$ cat src/rtl/mem_port_arb32.sv
// rtl/mem_port_arb32.sv - two-to-one I/D memory port arbiter with in-order response routing
// D has priority; I is forced through after C_STARVE_LIMIT consecutive D grants while it waits.
module mem_port_arb32 #(
  parameter int C_OSTD_DEPTH_X = 1,
  parameter int C_STARVE_LIMIT = 4
) (
  input  logic        clk_i,
  input  logic        resetb_i,
  input  logic        clk_en_i,
  input  logic        i_reqvalid_i,
  output logic        i_reqready_o,
  input  logic [1:0]  i_reqhpl_i,
  input  logic [31:0] i_reqaddr_i,
  output logic        i_rspvalid_o,
  input  logic        i_rspready_i,
  output logic        i_rsprerr_o,
  output logic [31:0] i_rspdata_o,
  input  logic        d_reqvalid_i,
  output logic        d_reqready_o,
  input  logic [1:0]  d_reqhpl_i,
  input  logic [31:0] d_reqaddr_i,
  input  logic        d_reqwr_i,
  input  logic [3:0]  d_reqbe_i,
  input  logic [31:0] d_reqwdata_i,
  output logic        d_rspvalid_o,
  input  logic        d_rspready_i,
  output logic        d_rsprerr_o,
  output logic [31:0] d_rspdata_o,
  output logic        m_reqvalid_o,
  input  logic        m_reqready_i,
  output logic [1:0]  m_reqhpl_o,
  output logic [31:0] m_reqaddr_o,
  output logic        m_reqwr_o,
  output logic [3:0]  m_reqbe_o,
  output logic [31:0] m_reqwdata_o,
  input  logic        m_rspvalid_i,
  output logic        m_rspready_o,
  input  logic        m_rsprerr_i,
  input  logic [31:0] m_rspdata_i
);

  localparam int DEPTH = 2 ** C_OSTD_DEPTH_X;
  localparam int CW    = C_OSTD_DEPTH_X + 1;
  localparam int PW    = C_OSTD_DEPTH_X;
  localparam logic [CW-1:0] FULL_CNT   = CW'(DEPTH);
  localparam logic [3:0]    STARVE_LIM = 4'(C_STARVE_LIMIT);
  localparam logic          TAG_I      = 1'b0;

  typedef enum logic [1:0] {ARB, HOLD_I, HOLD_D} state_t;

  state_t          state_q, state_d;
  logic [CW-1:0]   ostd_q;
  logic [3:0]      starve_q;
  logic [DEPTH-1:0] tag_q;
  logic [PW-1:0]   wr_ptr_q, rd_ptr_q;
  logic            full, empty, head;
  logic            arb_i, arb_d, sel_i, sel_d;
  logic            accept, rsp_hs;

  assign arb_i = i_reqvalid_i & (~d_reqvalid_i | (starve_q >= STARVE_LIM));
  assign arb_d = d_reqvalid_i & ~arb_i;

  // A held grant survives only while its requester keeps valid high.
  always_comb begin
    sel_i = arb_i;
    sel_d = arb_d;
    if (state_q == HOLD_I && i_reqvalid_i) begin
      sel_i = 1'b1;
      sel_d = 1'b0;
    end else if (state_q == HOLD_D && d_reqvalid_i) begin
      sel_i = 1'b0;
      sel_d = 1'b1;
    end
  end

  always_comb begin
    state_d = ARB;
    if (accept)     state_d = ARB;
    else if (sel_i) state_d = HOLD_I;
    else if (sel_d) state_d = HOLD_D;
  end

  assign full  = (ostd_q == FULL_CNT);
  assign empty = (ostd_q == '0);
  assign head  = tag_q[rd_ptr_q];

  assign m_reqvalid_o = (sel_i | sel_d) & ~full;
  assign i_reqready_o = m_reqready_i & ~full & sel_i;
  assign d_reqready_o = m_reqready_i & ~full & sel_d;
  assign accept       = m_reqvalid_o & m_reqready_i;

  assign m_reqhpl_o   = sel_i ? i_reqhpl_i  : d_reqhpl_i;
  assign m_reqaddr_o  = sel_i ? i_reqaddr_i : d_reqaddr_i;
  assign m_reqwr_o    = sel_i ? 1'b0        : d_reqwr_i;
  assign m_reqbe_o    = sel_i ? 4'hF        : d_reqbe_i;
  assign m_reqwdata_o = sel_i ? 32'h0       : d_reqwdata_i;

  assign i_rspvalid_o = m_rspvalid_i & ~empty & (head == TAG_I);
  assign d_rspvalid_o = m_rspvalid_i & ~empty & (head != TAG_I);
  assign m_rspready_o = ~empty & ((head == TAG_I) ? i_rspready_i : d_rspready_i);
  assign rsp_hs       = m_rspvalid_i & m_rspready_o;

  assign i_rsprerr_o  = m_rsprerr_i;
  assign d_rsprerr_o  = m_rsprerr_i;
  assign i_rspdata_o  = m_rspdata_i;
  assign d_rspdata_o  = m_rspdata_i;

  always_ff @(posedge clk_i or negedge resetb_i) begin
    if (!resetb_i) begin
      state_q  <= ARB;
      ostd_q   <= '0;
      starve_q <= '0;
      tag_q    <= '0;
      wr_ptr_q <= '0;
      rd_ptr_q <= '0;
    end else if (clk_en_i) begin
      state_q <= state_d;
      if (accept) begin
        tag_q[wr_ptr_q] <= sel_d;
        wr_ptr_q        <= wr_ptr_q + 1'b1;
      end
      if (rsp_hs) rd_ptr_q <= rd_ptr_q + 1'b1;
      if (accept && !rsp_hs)      ostd_q <= ostd_q + 1'b1;
      else if (!accept && rsp_hs) ostd_q <= ostd_q - 1'b1;
      if (!i_reqvalid_i || (accept && sel_i))
        starve_q <= '0;
      else if (accept && sel_d && starve_q != 4'hF)
        starve_q <= starve_q + 1'b1;
    end
  end

endmodule

$ cat config.mk
export PLATFORM = sky130hd
export DESIGN_NAME = mem_port_arb32
export DESIGN_NICKNAME = d
export VERILOG_FILES = /design/src/rtl/mem_port_arb32.sv
export SDC_FILE = /design/constraint.sdc
export NUM_CORES = 1
export LEC_CHECK = 0
export CORE_AREA = 2 2 111 113
export CTS_BUF_LIST = sky130_fd_sc_hd__clkbuf_4
export CTS_CLUSTER_DIAMETER = 50
export DETAILED_ROUTE_END_ITERATION = 7
export DIE_AREA = 0 0 113 115
export PLACE_DENSITY = 0.71
export REMOVE_ABC_BUFFERS = 1
export SLEW_MARGIN = 10
export SYNTH_ARGS = -nofsm -noshare
export SYNTH_HDL_FRONTEND = slang
export SYNTH_SLANG_ARGS = --single-unit
$ cat constraint.sdc
create_clock -name clk_i -period 6.9 [get_ports clk_i]
set_clock_uncertainty 0.05 [all_clocks]
set_input_delay 2.07 -clock clk_i [delete_from_list [all_inputs] [get_ports clk_i]]
set_output_delay 2.07 -clock clk_i [all_outputs]
set_load 0.01 [all_outputs]
==> Word level (Yosys, flattened, before mapping) <==
Cells that the tools add are included.
{ "classes": {"addsub": 5, "magnitude_cmp": 4, "n_eq_ne": 4, "muxes": 22, "bitwise_logic": 19, "reduce_logical": 19} }
{ "op_table": {"columns": ["cell", "count"], "rows": [
  ["$mux W32", 2],
  ["$and A1 B1 Y1", 12],
  ["$mux W2", 6],
  ["$mux W4", 3],
  ["$mux W1", 9],
  ["$logic_and A1 B1 Y1", 8],
  ["$reduce_and A2 Y1", 4],
  ["$not A1 Y1", 5],
  ["$add A4 B1 Y4 const B", 1],
  ["$eq A2 B2 Y1 const B", 2],
  ["$ge A4 B3 Y1 const B", 1],
  ["$lt A1 B2 Y1 const B", 2],
  ["$ne A4 B4 Y1 const B", 1],
  ["$reduce_bool A2 Y1", 2],
  ["$logic_not A1 Y1", 3],
  ["$add A1 B1 Y1 const B", 2],
  ["$add A2 B1 Y2 const B", 1],
  ["$bwmux W2", 1],
  ["$eq A2 B1 Y1 const B", 1],
  ["$logic_not A2 Y1", 1],
  ["$or A1 B1 Y1", 2],
  ["$sub A2 B1 Y2 const B", 1],
  ["$demux W1 S1", 1],
  ["$ge A1 B1 Y1 const B", 1],
  ["$logic_or A1 B1 Y1", 1]
]} }
{ "totals": {"register_bits": 12, "in_bits": 147, "wordCells": 79} }

==> Logic depth before layout (Yosys ltp) <==
Gate-level depths: netlist of run 1.
{ "logic_depth": {"word_depth": 14, "depth_mapped": 7, "depth_no_buf": 7} }

==> Least setup slack after synthesis of run 1 <==
OpenSTA, ideal clock, no wires.
{ "synth_timing": {"path_type": "input port to output port", "start": "in d_reqvalid_i", "end": "out m_reqaddr_o[23]", "arrival_ns": 3.026, "required_ns": 4.780, "slack_ns": 1.754, "path_stages": 5, "n_path_buf": 3, "path_cell_list": "buf_2 a21oi_2 buf_6 buf_6 mux2_4"} }
{ "synth_between": {"elab_chain_len": 6, "word_cells_on_any_way": 7, "classes_between": "mux (3); bitwise (3); reduce/logical (1)"} }
{ "synth_lines": {"columns": ["item", "line", "rtl"], "rows": [
  ["start, declared", "18", "input logic d_reqvalid_i,"],
  ["$not A1 Y1", "60", "assign arb_i = i_reqvalid_i & (~d_reqvalid_i | (starve_q >= STARVE_LIM));"],
  ["$or A1 B1 Y1", "60", null],
  ["$and A1 B1 Y1", "60", null],
  ["$mux W1 (*)", "70", "end else if (state_q == HOLD_D && d_reqvalid_i) begin"],
  ["$mux W1 (*)", "67", "if (state_q == HOLD_I && i_reqvalid_i) begin"],
  ["$mux W32 (*)", "93", "assign m_reqaddr_o = sel_i ? i_reqaddr_i : d_reqaddr_i;"],
  ["end, declared", "32", "output logic [31:0] m_reqaddr_o,"]
]} }
Mark *: on every way between the ends. The rest lies on a longest branch, timed or not.

==> Worst setup path after layout of run 1 <==
{ "layout_timing": {"start": "in i_reqvalid_i", "end": "out m_reqaddr_o[19]"} }
{ "layout_between": {"elab_chain_len": 4, "word_cells_on_any_way": 5, "classes_between": "mux (3); bitwise (1); reduce/logical (1)"} }
{ "layout_lines": {"columns": ["item", "line", "rtl"], "rows": [
  ["start, declared", "10", "input logic i_reqvalid_i,"],
  ["$and A1 B1 Y1", "60", null],
  ["$mux W1", "70", null],
  ["$mux W1 (*)", "67", null],
  ["$mux W32 (*)", "93", null]
]} }
Marked as above.

==> results.tsv, run 1 <==
stage	metric	value	unit
run_status	run status	complete, but fails checks	
run_status	failing checks	DRC	
critical_path	cells along the critical path	clkdlybuf4s50_1 > inv_1 > a21oi_4 > buf_12 > mux2_2 > clkdlybuf4s50_1	
worst_hold_path	hold endpoint	tag_q[1]	
placed_design	GP Congestion	0.795	
route	Routed Wire Length	9.55	mm
grt	first-pass GRT wire length	12.6	mm
timing	final hold vios	0	
placed_design	I/O Buffers	190	
logic_synthesis	Post-synth top flop	dfrtp_1	
logic_synthesis	top cells by count, synth	66 x buf_4, 35 x nor2b_1, 27 x mux2_2	
critical_path	Slowest Stage Delay on Critical Path	580	ps
timing	final setup violation count	0	
logic_synthesis	count leader, synth	buf_4	
logic_synthesis	sequential-to-total area share from yosys stat	0.151	
worst_hold_path	hold crit path type	register to register	
floorplanning	Die Span Y	115	um
critical_path	most frequent cell on the critical path	clkdlybuf4s50_1	
clock_tree	CTS sink count	12	
layout	layout cells sized above 1	0.141	
logic_synthesis	Avg Cell Area, Syn	8.69	um2
critical_path	reg2reg end	ostd_q[1]	
timing	Slew Viols, Final	0	
clock_tree	htree depth	1	
logic_synthesis	asr flop ratio synth	1.00	
route	Initial DRT Pass Iterations	8	
route	vias post-DR	2065	
logic_synthesis	Post-Synth Simple-Gate Area	0.219	
logic_synthesis	share of the synthesized area in the top cell type	0.249	
placed_design	placed wire-length estimate	8.03	mm
run	max_cap viols	0	
clock_tree	clock insertion delay at the later pin of the skew report	280	ps
logic_synthesis	Adder-Cell Fraction of Synth Area	0.0126	
grt	grt ovf	0	
clock_tree	Clk pin slew, worst setup/hold paths	70	ps
clock_tree	TritonCTS clock tree	yes	
timing	setup TNS	0	ps
timing	Rel. slew slack	0.630	
logic_synthesis	synth top area cells	buf_4 25%, mux2_2 15%, dfrtp_1 15%	
layout	area grow syn2layout	79.7	%
grt	Total GRT Usage	0.128	
logic_synthesis	flops & latches, synth	12	
logic_synthesis	Post-Syn Area	1990	um2
logic_synthesis	Synth Area in Compound Gates	0.0761	
power	Static Leakage	1.34	nW
clock_tree	Clock Root Buffer	clkbuf_4	
critical_path	Worst Reg-to-Reg Cells	6	
logic_synthesis	largest family of logic cells by synthesized area	buffers and inverters	
layout	Antenna Cells	0	
floorplanning	Die Area	13000	um2
critical_path	Max FO, Critical Path	63	
critical_path	CP arrival	4150	ps
clock_tree	Clock Tree Buf Depth	2	
logic_synthesis	Synth warnings	0	
floorplanning	Initial Utilization	0.169	
placed_design	placed cell area	3550	um2
floorplanning	Die W	113	um
clock_tree	post-CTS setup buffers	0	
critical_path	Critical Path Source Type	input port	
logic_synthesis	number of synthesized flops with an enable pin	0	
worst_hold_path	Worst Hold Depth	1	
floorplanning	row count	40	
clock_tree	Post-CTS Resized	0	
timing	Max Clk Rate	0.160	GHz
critical_path	flop2flop setup slack	4890	ps
critical_path	Crit. End Element	output pin	
grt	vias in the first global route	2035	
critical_path	WS Path Type	input port to output pin	
layout	post-route cell area	3580	um2
floorplanning	IO Pins	290	
route	# DRC	15	
route	Wirelength per Cell	19.3	um
critical_path	Worst Setup SP	i_reqvalid_i	
logic_synthesis	xor and xnor area share after synthesis	0.0220	
timing	Slew @ Worst Pin	553	ps
critical_path	Critical-path top delay cell	clkdlybuf4s50_1	
floorplanning	core area	11800	um2
clock_tree	TritonCTS Buffers	3	
clock_tree	cts-stage hold buffer count	0	
power	Power Dens Cells	191	nW/um2
route	Antenna Nets Post-Route	0	
logic_synthesis	area leader, netlist	buf_4	
layout	# nets final	499	
route	drt first-iter violations	103	
power	VDD IR-drop max	0.0610	mV
timing	period utilization	0.908	
critical_path	worst endpoint required time	4780	ps
timing	Tmin final	6270	ps
critical_path	RR Startpoint	ostd_q[1]	
timing	unrepaired setup endpoints after global routing	no	
route	Vias/cell	4.17	
grt	initial antenna violation count	0	
logic_synthesis	unique cell type count in the Yosys netlist	40	
worst_hold_path	Hold Crit Start	tag_q[1]	
logic_synthesis	post-synthesis mux area share	0.228	
logic_synthesis	post-synthesis cell count	229	
grt	pin count of the biggest net entering global routing	64	
report_power, final:
group          switching (W)  total [W]  internal [W]
registers          0.0000359   0.000134     0.0000979
clock network      0.0000236  0.0000439     0.0000202
logic               0.000199   0.000506      0.000307
total               0.000258   0.000684      0.000426
worst max-delay path by stage:
stage / to / slack [ps] / cells past startpoint
floorplan: m_reqaddr_o[0] / 270 / 2
global placement: m_reqhpl_o[1] / 700 / 6
detailed placement: m_reqaddr_o[19] / 640 / 6
CTS: m_reqaddr_o[19] / 630 / 5
global route: m_reqaddr_o[19] / 540 / 6
finish: m_reqaddr_o[19] / 630 / 6
cell usage in the layout, fill, tap and decap left out, drive strengths merged, types with 3 or more instances in the layout:
master,count
clkbuf,3
clkdlybuf4s50,190
dfrtp,12
inv,6
mux2,35
mux2i,3
nand2,5
nand2b,3
nand3,5
nor2,5
nor2b,36
nor3,3
o211ai,3
o31ai,3
or2,4
xnor2,3
worst max-delay path: cells and delay by family:
| family | cells | cell delay, ps |
|---|---|---|
| buf+inv | 4 | 1470 |
| compound gates | 1 | 160 |
| mux | 1 | 390 |
registers in the layout, indices dropped and copies added, names as in the netlist:
name,cells
tag_q,2
starve_q,4
wr_ptr_q,1
ostd_q,2
state_q,2
rd_ptr_q,1
layout make-up:
| type | instances | area [um2] |
|---|---|---|
| flip-flops and latches | 12 | 300 |
| clock buffers | 3 | 22.5 |
| repair buffers | 192 | 1930 |
| inverters | 6 | 22.5 |
| multi-input cells | 135 | 1120 |
| well taps | 147 | 184 |
| fillers | 1228 | 8230 |
kinds of logic after synthesis:
group | count (synthesis)
flip-flops | 12
adder cells (fa/ha/maj) | 2
multiplexers | 38
XOR/XNOR | 5
AO/OA/AOI/OAI | 18
AND/OR/NAND/NOR | 72
buffers and inverters | 82
per-stage QoR:
stage,hold slack [ps],instances,util,worst slack [ps],power (W)
after floorplan,405,153,-,269,0.000370
after global placement,434,492,0.301,696,0.000633
after detailed placement,430,492,0.301,637,0.000641
after CTS,448,495,0.303,631,0.000688
after global routing,458,495,0.303,540,0.000724
final,445,495,0.303,633,0.000684
per-layer routing:
layer | GRT usage | up-vias | wire length (um)
li1 | - | 942 | -
met1 | 0.150 | 939 | 3600
met2 | 0.177 | 170 | 4080
met3 | 0.110 | 12 | 1740
met4 | 0.0138 | 2 | 58
met5 | 0.0778 | - | 57
(Power assumes the default switching activity.)
==> inputs of run 2 (changes only) <==
--- a/config.mk
+++ b/config.mk
@@ -8,6 +8,7 @@
 export CORE_AREA = 2 2 111 113
 export CTS_BUF_LIST = sky130_fd_sc_hd__clkbuf_4
 export CTS_CLUSTER_DIAMETER = 50
+export CTS_CLUSTER_SIZE = 16
 export DETAILED_ROUTE_END_ITERATION = 7
 export DIE_AREA = 0 0 113 115
 export PLACE_DENSITY = 0.71
==> results of run 2 <==
Same layout as run 1: the final DEF is identical, and so are final timing and power.
